===== src/rtl/spi_slave.sv =====
// SPI slave front end: 10-bit command frames in on MOSI, 8-bit memory read data out on MISO.
// Optional input synchroniser on SS_n/MOSI enabled by defining SPI_SYNC_IN_EN.
module spi_slave #(
    parameter int TX_WIDTH = 8
) (
    input  logic                clk,
    input  logic                rst_n,
    input  logic                SS_n,
    input  logic                MOSI,
    output logic                MISO,
    output logic [TX_WIDTH+1:0] rx_data,
    output logic                rx_valid,
    input  logic [TX_WIDTH-1:0] tx_data,
    input  logic                tx_valid
);

    localparam int CW = TX_WIDTH + 2;
    localparam int BW = $clog2(CW + 1);
    localparam int TW = $clog2(TX_WIDTH + 1);

    typedef enum logic [2:0] {
        IDLE,
        CHK_CMD,
        WRITE,
        READ_ADD,
        READ_DATA
    } state_t;

    state_t state;
    state_t state_nxt;

    logic ss;
    logic mosi;

`ifdef SPI_SYNC_IN_EN
    logic [1:0] ss_q;
    logic [1:0] mosi_q;

    always_ff @(posedge clk) begin
        if (!rst_n) begin
            ss_q   <= 2'b11;
            mosi_q <= 2'b00;
        end else begin
            ss_q   <= {ss_q[0], SS_n};
            mosi_q <= {mosi_q[0], MOSI};
        end
    end

    assign ss   = ss_q[1];
    assign mosi = mosi_q[1];
`else
    assign ss   = SS_n;
    assign mosi = MOSI;
`endif

    logic [BW-1:0]       bit_cnt;
    logic [CW-2:0]       rx_sh;
    logic                rd_addr_seen;
    logic                tx_wait;
    logic                tx_busy;
    logic [TW-1:0]       tx_cnt;
    logic [TX_WIDTH-1:0] tx_sh;

    logic in_frame;
    logic rx_take;
    logic rx_done;
    logic tx_cap;

    always_comb begin
        in_frame = (state == WRITE) || (state == READ_ADD) ||
                   (state == READ_DATA);
        rx_take  = !ss && ((state == CHK_CMD) ||
                   (in_frame && (bit_cnt != BW'(CW))));
        rx_done  = rx_take && in_frame && (bit_cnt == BW'(CW - 1));
        tx_cap   = !ss && (state == READ_DATA) && tx_wait && tx_valid;
    end

    // Routing only looks at bit 9 and whether a read address is pending
    always_comb begin
        state_nxt = state;
        unique case (state)
            IDLE: begin
                if (!ss) state_nxt = CHK_CMD;
            end
            CHK_CMD: begin
                if (ss)                state_nxt = IDLE;
                else if (!mosi)        state_nxt = WRITE;
                else if (rd_addr_seen) state_nxt = READ_DATA;
                else                   state_nxt = READ_ADD;
            end
            WRITE, READ_ADD, READ_DATA: begin
                if (ss) state_nxt = IDLE;
            end
            default: state_nxt = IDLE;
        endcase
    end

    always_ff @(posedge clk) begin
        if (!rst_n) state <= IDLE;
        else        state <= state_nxt;
    end

    always_ff @(posedge clk) begin
        if (!rst_n) begin
            bit_cnt      <= '0;
            rx_sh        <= '0;
            rx_data      <= '0;
            rx_valid     <= 1'b0;
            rd_addr_seen <= 1'b0;
            tx_wait      <= 1'b0;
            tx_busy      <= 1'b0;
            tx_cnt       <= '0;
            tx_sh        <= '0;
            MISO         <= 1'b0;
        end else begin
            rx_valid <= 1'b0;
            if (ss) begin
                bit_cnt <= '0;
                rx_sh   <= '0;
                tx_wait <= 1'b0;
                tx_busy <= 1'b0;
                tx_cnt  <= '0;
                tx_sh   <= '0;
                MISO    <= 1'b0;
            end else begin
                if (rx_take) begin
                    rx_sh   <= {rx_sh[CW-3:0], mosi};
                    bit_cnt <= bit_cnt + BW'(1);
                end
                if (rx_done) begin
                    rx_valid <= 1'b1;
                    rx_data  <= {rx_sh, mosi};
                    if (state == READ_ADD) rd_addr_seen <= 1'b1;
                    if (state == READ_DATA) begin
                        rd_addr_seen <= 1'b0;
                        tx_wait      <= 1'b1;
                    end
                end
                // MSB goes out straight from tx_data on the capture edge
                if (tx_cap) begin
                    tx_wait <= 1'b0;
                    tx_busy <= 1'b1;
                    MISO    <= tx_data[TX_WIDTH-1];
                    tx_sh   <= {tx_data[TX_WIDTH-2:0], 1'b0};
                    tx_cnt  <= TW'(TX_WIDTH - 1);
                end else if (tx_busy) begin
                    if (tx_cnt != '0) begin
                        MISO   <= tx_sh[TX_WIDTH-1];
                        tx_sh  <= tx_sh << 1;
                        tx_cnt <= tx_cnt - TW'(1);
                    end else begin
                        MISO    <= 1'b0;
                        tx_busy <= 1'b0;
                    end
                end
            end
        end
    end

endmodule


===== config.mk =====
export PLATFORM = sky130hd
export DESIGN_NAME = spi_slave
export DESIGN_NICKNAME = d
export VERILOG_FILES = /design/src/rtl/spi_slave.sv
export SDC_FILE = /design/constraint.sdc
export NUM_CORES = 1
export LEC_CHECK = 0
export BUFFER_PORTS_ARGS = -buffer_cell sky130_fd_sc_hd__buf_4
export CAP_MARGIN = 10
export CORE_MARGIN = 10
export CORE_UTILIZATION = 40
export DETAILED_ROUTE_END_ITERATION = 16
export PLACE_DENSITY = 0.59
export SYNTH_ARGS = -nofsm -noshare
export SYNTH_HDL_FRONTEND = slang
export SYNTH_SLANG_ARGS = --single-unit

===== constraint.sdc =====
create_clock -name clk -period 2.1 [get_ports clk]
set_input_delay 0.105 -clock clk [delete_from_list [all_inputs] [get_ports clk]]
set_output_delay 0.105 -clock clk [all_outputs]
set_load 0.01 [all_outputs]

# Yosys cells after proc, flatten, opt, wreduce, memory -nomap -nowiden
# Cells that the tools add are included.
# classes
add_sub_neg	2
eq_ne	8
muxes	21
n_bitwise	2
reduce_logical	25
# ops
op	count
$mux 3	8
$mux 8	3
$reduce_and 2->1	5
$mux 1	9
$pmux 3 s3	1
$logic_and 1x1->1	7
$eq 3x2->1 const B	2
$reduce_bool 2->1	3
$reduce_or 3->1	2
$add 4x1->4 const B	1
$eq 4x4->1 const B	1
$ne 2x2->1 const B	2
$ne 4x4->1 const B	1
$reduce_bool 4->1	1
$sub 4x1->4 const B	1
$eq 3x1->1 const B	1
$eq 3x3->1 const B	1
$logic_not 3->1	1
$logic_or 1x1->1	3
$reduce_and 3->1	1
$not 1->1	2
$reduce_or 2->1	1
$logic_not 1->1	1
# totals
regBits	42
input_bits	13
wordCells	70

# Depth between registers and ports, before layout
# logic_depth
depth_word	9
mapped_depth	8
mapped_depth_nobuf	6

# Least setup slack after synthesis
# Ideal clock, no wire load.
# synth_timing
path_type	reg-to-reg
from	register tx_cnt[0]
to	register tx_sh[2]
setup_time_ns	0.088
arrival_ns	1.656
required_ns	2.012
slack_ns	0.356
stages_incl_launch_ff	9
path_buffers	2
synth_period_minus_slack_ns	1.744
path_cell_list	dfxtp_1 -> inv_1 -> ha_1 -> or3b_2 -> buf_2 -> nand2_1 -> buf_2 -> nand2_1 -> a311oi_2
# synth_between
elab_chain_cells	3
# synth_lines
item	line_no	text
from (decl)	61	logic [TW-1:0] tx_cnt;
from (signal assigned)	145	tx_cnt <= TW'(TX_WIDTH - 1);
from (signal assigned)	150	tx_cnt <= tx_cnt - TW'(1);
$reduce_bool 4->1	147	if (tx_cnt != '0) begin
$reduce_bool 2->1 (no source line)	-	
$reduce_and 2->1 (no source line)	-	
to (signal assigned)	144	tx_sh <= {tx_data[TX_WIDTH-2:0], 1'b0};
to (signal assigned)	149	tx_sh <= tx_sh << 1;
to (decl)	62	logic [TX_WIDTH-1:0] tx_sh;
# Every way passes these cells.
# A chain may end at the register's enable or synchronous reset.

# Worst setup path in the final report
# Same ends and word-level chain as after synthesis.

==> impl_results.md <==
* Most common cell in the netlist: dfxtp_1
* Post-synth ARST share at 0%
* Via density at between 5 and 6
* Filler cells at between 400 and 500
* # diodes at 0
* Reg-to-Reg Start: tx_cnt[0]
* Register-to-register setup slack at slightly below 0.3 ns
* Top Family by Delay on Critical Path: simple AND/OR/NAND/NOR gates
* # hold bufs at CTS at 0
* Status: finished, final reports clean
* Ports at 25
* # Post-CTS Setup Buffers at 0
* Top cells by area, synth: dfxtp_1 (45%), mux2i_1 (5.4%), a21oi_1 (5.1%)
* Final Non-Filler Cells at 282
* Residual DRC count at 0
* TNS Setup at 0 ns
* WHS Endpoint: rx_valid
* Clock Path Buffers at 2
* Leak at ~0.78 nW
* Starting Density at between 40% and 50%
* Worst setup path start: tx_cnt[0]
* Share of cells above drive strength 1 at 21.3%
* Routed vias at about 1500
* Pin count of the biggest net entering global routing at 20
* Crit path kind: reg -> reg
* Net Count, Synth at about 220
* Final setup viols at 0
* Crit path max fanout at 11
* Top FF cell, synth: dfxtp_1
* Critical path's slowest cell: or3b_2
* Gr usage total at slightly above 10%
* Congestion Overflow GR at 0
* Global-route wire length before repair at approximately 6600 um
* Peak VDD IR at 0.373 mV
* Skew final at just over 0.008 ns
* DRT Pass-1 Iters at 4
* Root buffer cell: clkbuf_8
* CTS tree: yes
* FF-to-FF path depth at 6
* Slew Viols, Final at 0
* Crit path arrival time at 2.01 ns
* Worst Path Required at roughly 2.3 ns
* Synth area leader: dfxtp_1
* Reg2reg end: tx_sh[2]
* Final GP Congestion at about 0.77
* CP max stage delay at about 0.45 ns
* Vias in the first global route at between 1000 and 1500
* RSZ-0062 raised after global routing: false
* YS warnings at 0
* Hold Path Stages at 2
* Placed cell count at ~270
* Drt total wl at between 3000 and 4000 um
* Wirelength per Cell at between 10 and 15 um
* Max_cap viols at 0
* Clk pin slew, worst setup/hold paths at 0.08 ns
* Clk Latency, worst-skew pair at roughly 0.30 ns
* Core Area at roughly 0.0044 mm2
* Yosys reg bits at 42
* Initial antenna violation count at 0
* Cells after synthesis at 206
* Post-synth top cells: dfxtp_1 (42), nor2_1 (21), a21oi_1 (19)
* Rel. slew slack at 51.9%
* Mean Syn Cell Area at 8.97 um2
* Area Growth Syn to Fin at 17.5%
* Max frequency at 554 MHz
* Register area share after synthesis at between 40% and 50%
* Die area at about 0.0077 mm2
* Die Span X at 88.0 um
* Critical Path Source Type: flip-flop
* Minimum clock period at ~1.8 ns
* PortBufs at 24
* Hold_sp: rst_n
* Crit share post-route at a little under nine tenths
* Post-CTS Resized at 0
* Final net count at about 250
* Most used cell, CP: nand2_1
* Die height at about 90 um
* H-tree depth at 2
* Synth top area share at 45.5%
* Final number of hold-violating endpoints at 0
* Number of flops mapped to enable cells by yosys at 0
* Pwr/cell area at a little under 700 mW/mm2
* Buf/Inv on CP at 1
* Antenna-violating nets left at 0
* CTS buffer count at 5
* Cell variety after synth at 37
* Worst Tran Pin Value at 0.722 ns
* Worst hold path class: in -> reg
* Cells along the critical path: inv_1 > ha_1 > or3b_2 > nand2_1 > nand2_1 > a311oi_2
* CTS Sinks at 42
* Synthesized area at 0.00185 mm2
* DPL Wire Length at between 2000 and 3000 um
* Drt initial violations at 75
* Core Rows at 24
* Crit end category: flip-flop
-- area by class of cell --
type                    instances  area, um2  area share, %
inverters                       8       30.0           1.38
flip-flops and latches         42        841           38.7
repair buffers                 32        240           11.1
multi-input cells             140        887           40.8
clock inverters                 3       40.0           1.84
well taps                      52       65.1           3.00
clock buffers                   5       68.8           3.17
-- state kept, by name, summed over array words and instances (netlist names) --
name and count:
rx_data 10, tx_busy 1, MISO 1, rx_sh 9, rx_valid 1, rd_addr_seen 1, state 3, tx_sh 7
tx_cnt 4, tx_wait 1, bit_cnt 4
-- cells by family after synthesis --
logic type / count (synthesis) / share of synthesized area [%]
compound gates: 48 / 18.6
xor+xnor: 4 / 1.90
fa+ha+maj: 4 / 2.71
buf+inv: 24 / 6.50
flops: 42 / 45.5
mux: 11 / 6.03
simple gates: 73 / 18.8
-- how the worst max path moves through the flow --
stage,to,depth (start not counted)
final,tx_sh[2],6
after global routing,tx_sh[4],6
after floorplan,tx_sh[2],8
after detailed placement,tx_sh[5],6
after CTS,tx_sh[2],6
after global placement,tx_sh[3],5
-- placed cells by master, fill, tap and decap left out, types with 3 or more instances in the layout --
| cell | n |
|---|---|
| a21oi_1 | 19 |
| a311oi_2 | 5 |
| mux2i_1 | 10 |
| a311oi_1 | 4 |
| dfxtp_1 | 42 |
| o21ai_0 | 9 |
| nor2b_1 | 3 |
| nor2_1 | 21 |
| ha_1 | 4 |
| nand2_1 | 13 |
| inv_1 | 8 |
| buf_4 | 32 |
| clkbuf_8 | 5 |
| nand3_1 | 18 |
| a31oi_1 | 3 |
| nor3_1 | 8 |
-- power breakdown --
group           total, W  internal, W  leakage, nW  switching [W]
logic          0.0000665    0.0000274        0.382      0.0000391
clock network   0.000627     0.000350       0.0579       0.000277
registers       0.000806     0.000800        0.339     0.00000640
-- layer usage --
metal	vias to the layer above	part of all wire, %	global-route usage (%)
met3	4	5.3	3.99
met1	687	50	13.6
li1	769	-	-
met4	0	1.1	3.04
met5	-	0	0
met2	25	44	15.2
-- stage by stage --
stage	total power (W)	hold slack, ns	utilization [%]	setup WS [ns]	area (um2)
after global routing	0.00157	0.0242	49.2	0.156	2170
after detailed placement	0.000892	0.335	46.7	0.326	2060
final	0.00150	0.0290	49.2	0.295	2170
after global placement	0.000891	0.328	46.7	0.353	2060
after CTS	0.00152	0.0229	49.2	0.304	2170
after floorplan	0.000860	0.227	-	0.356	1850
(Power assumes the default switching activity.)
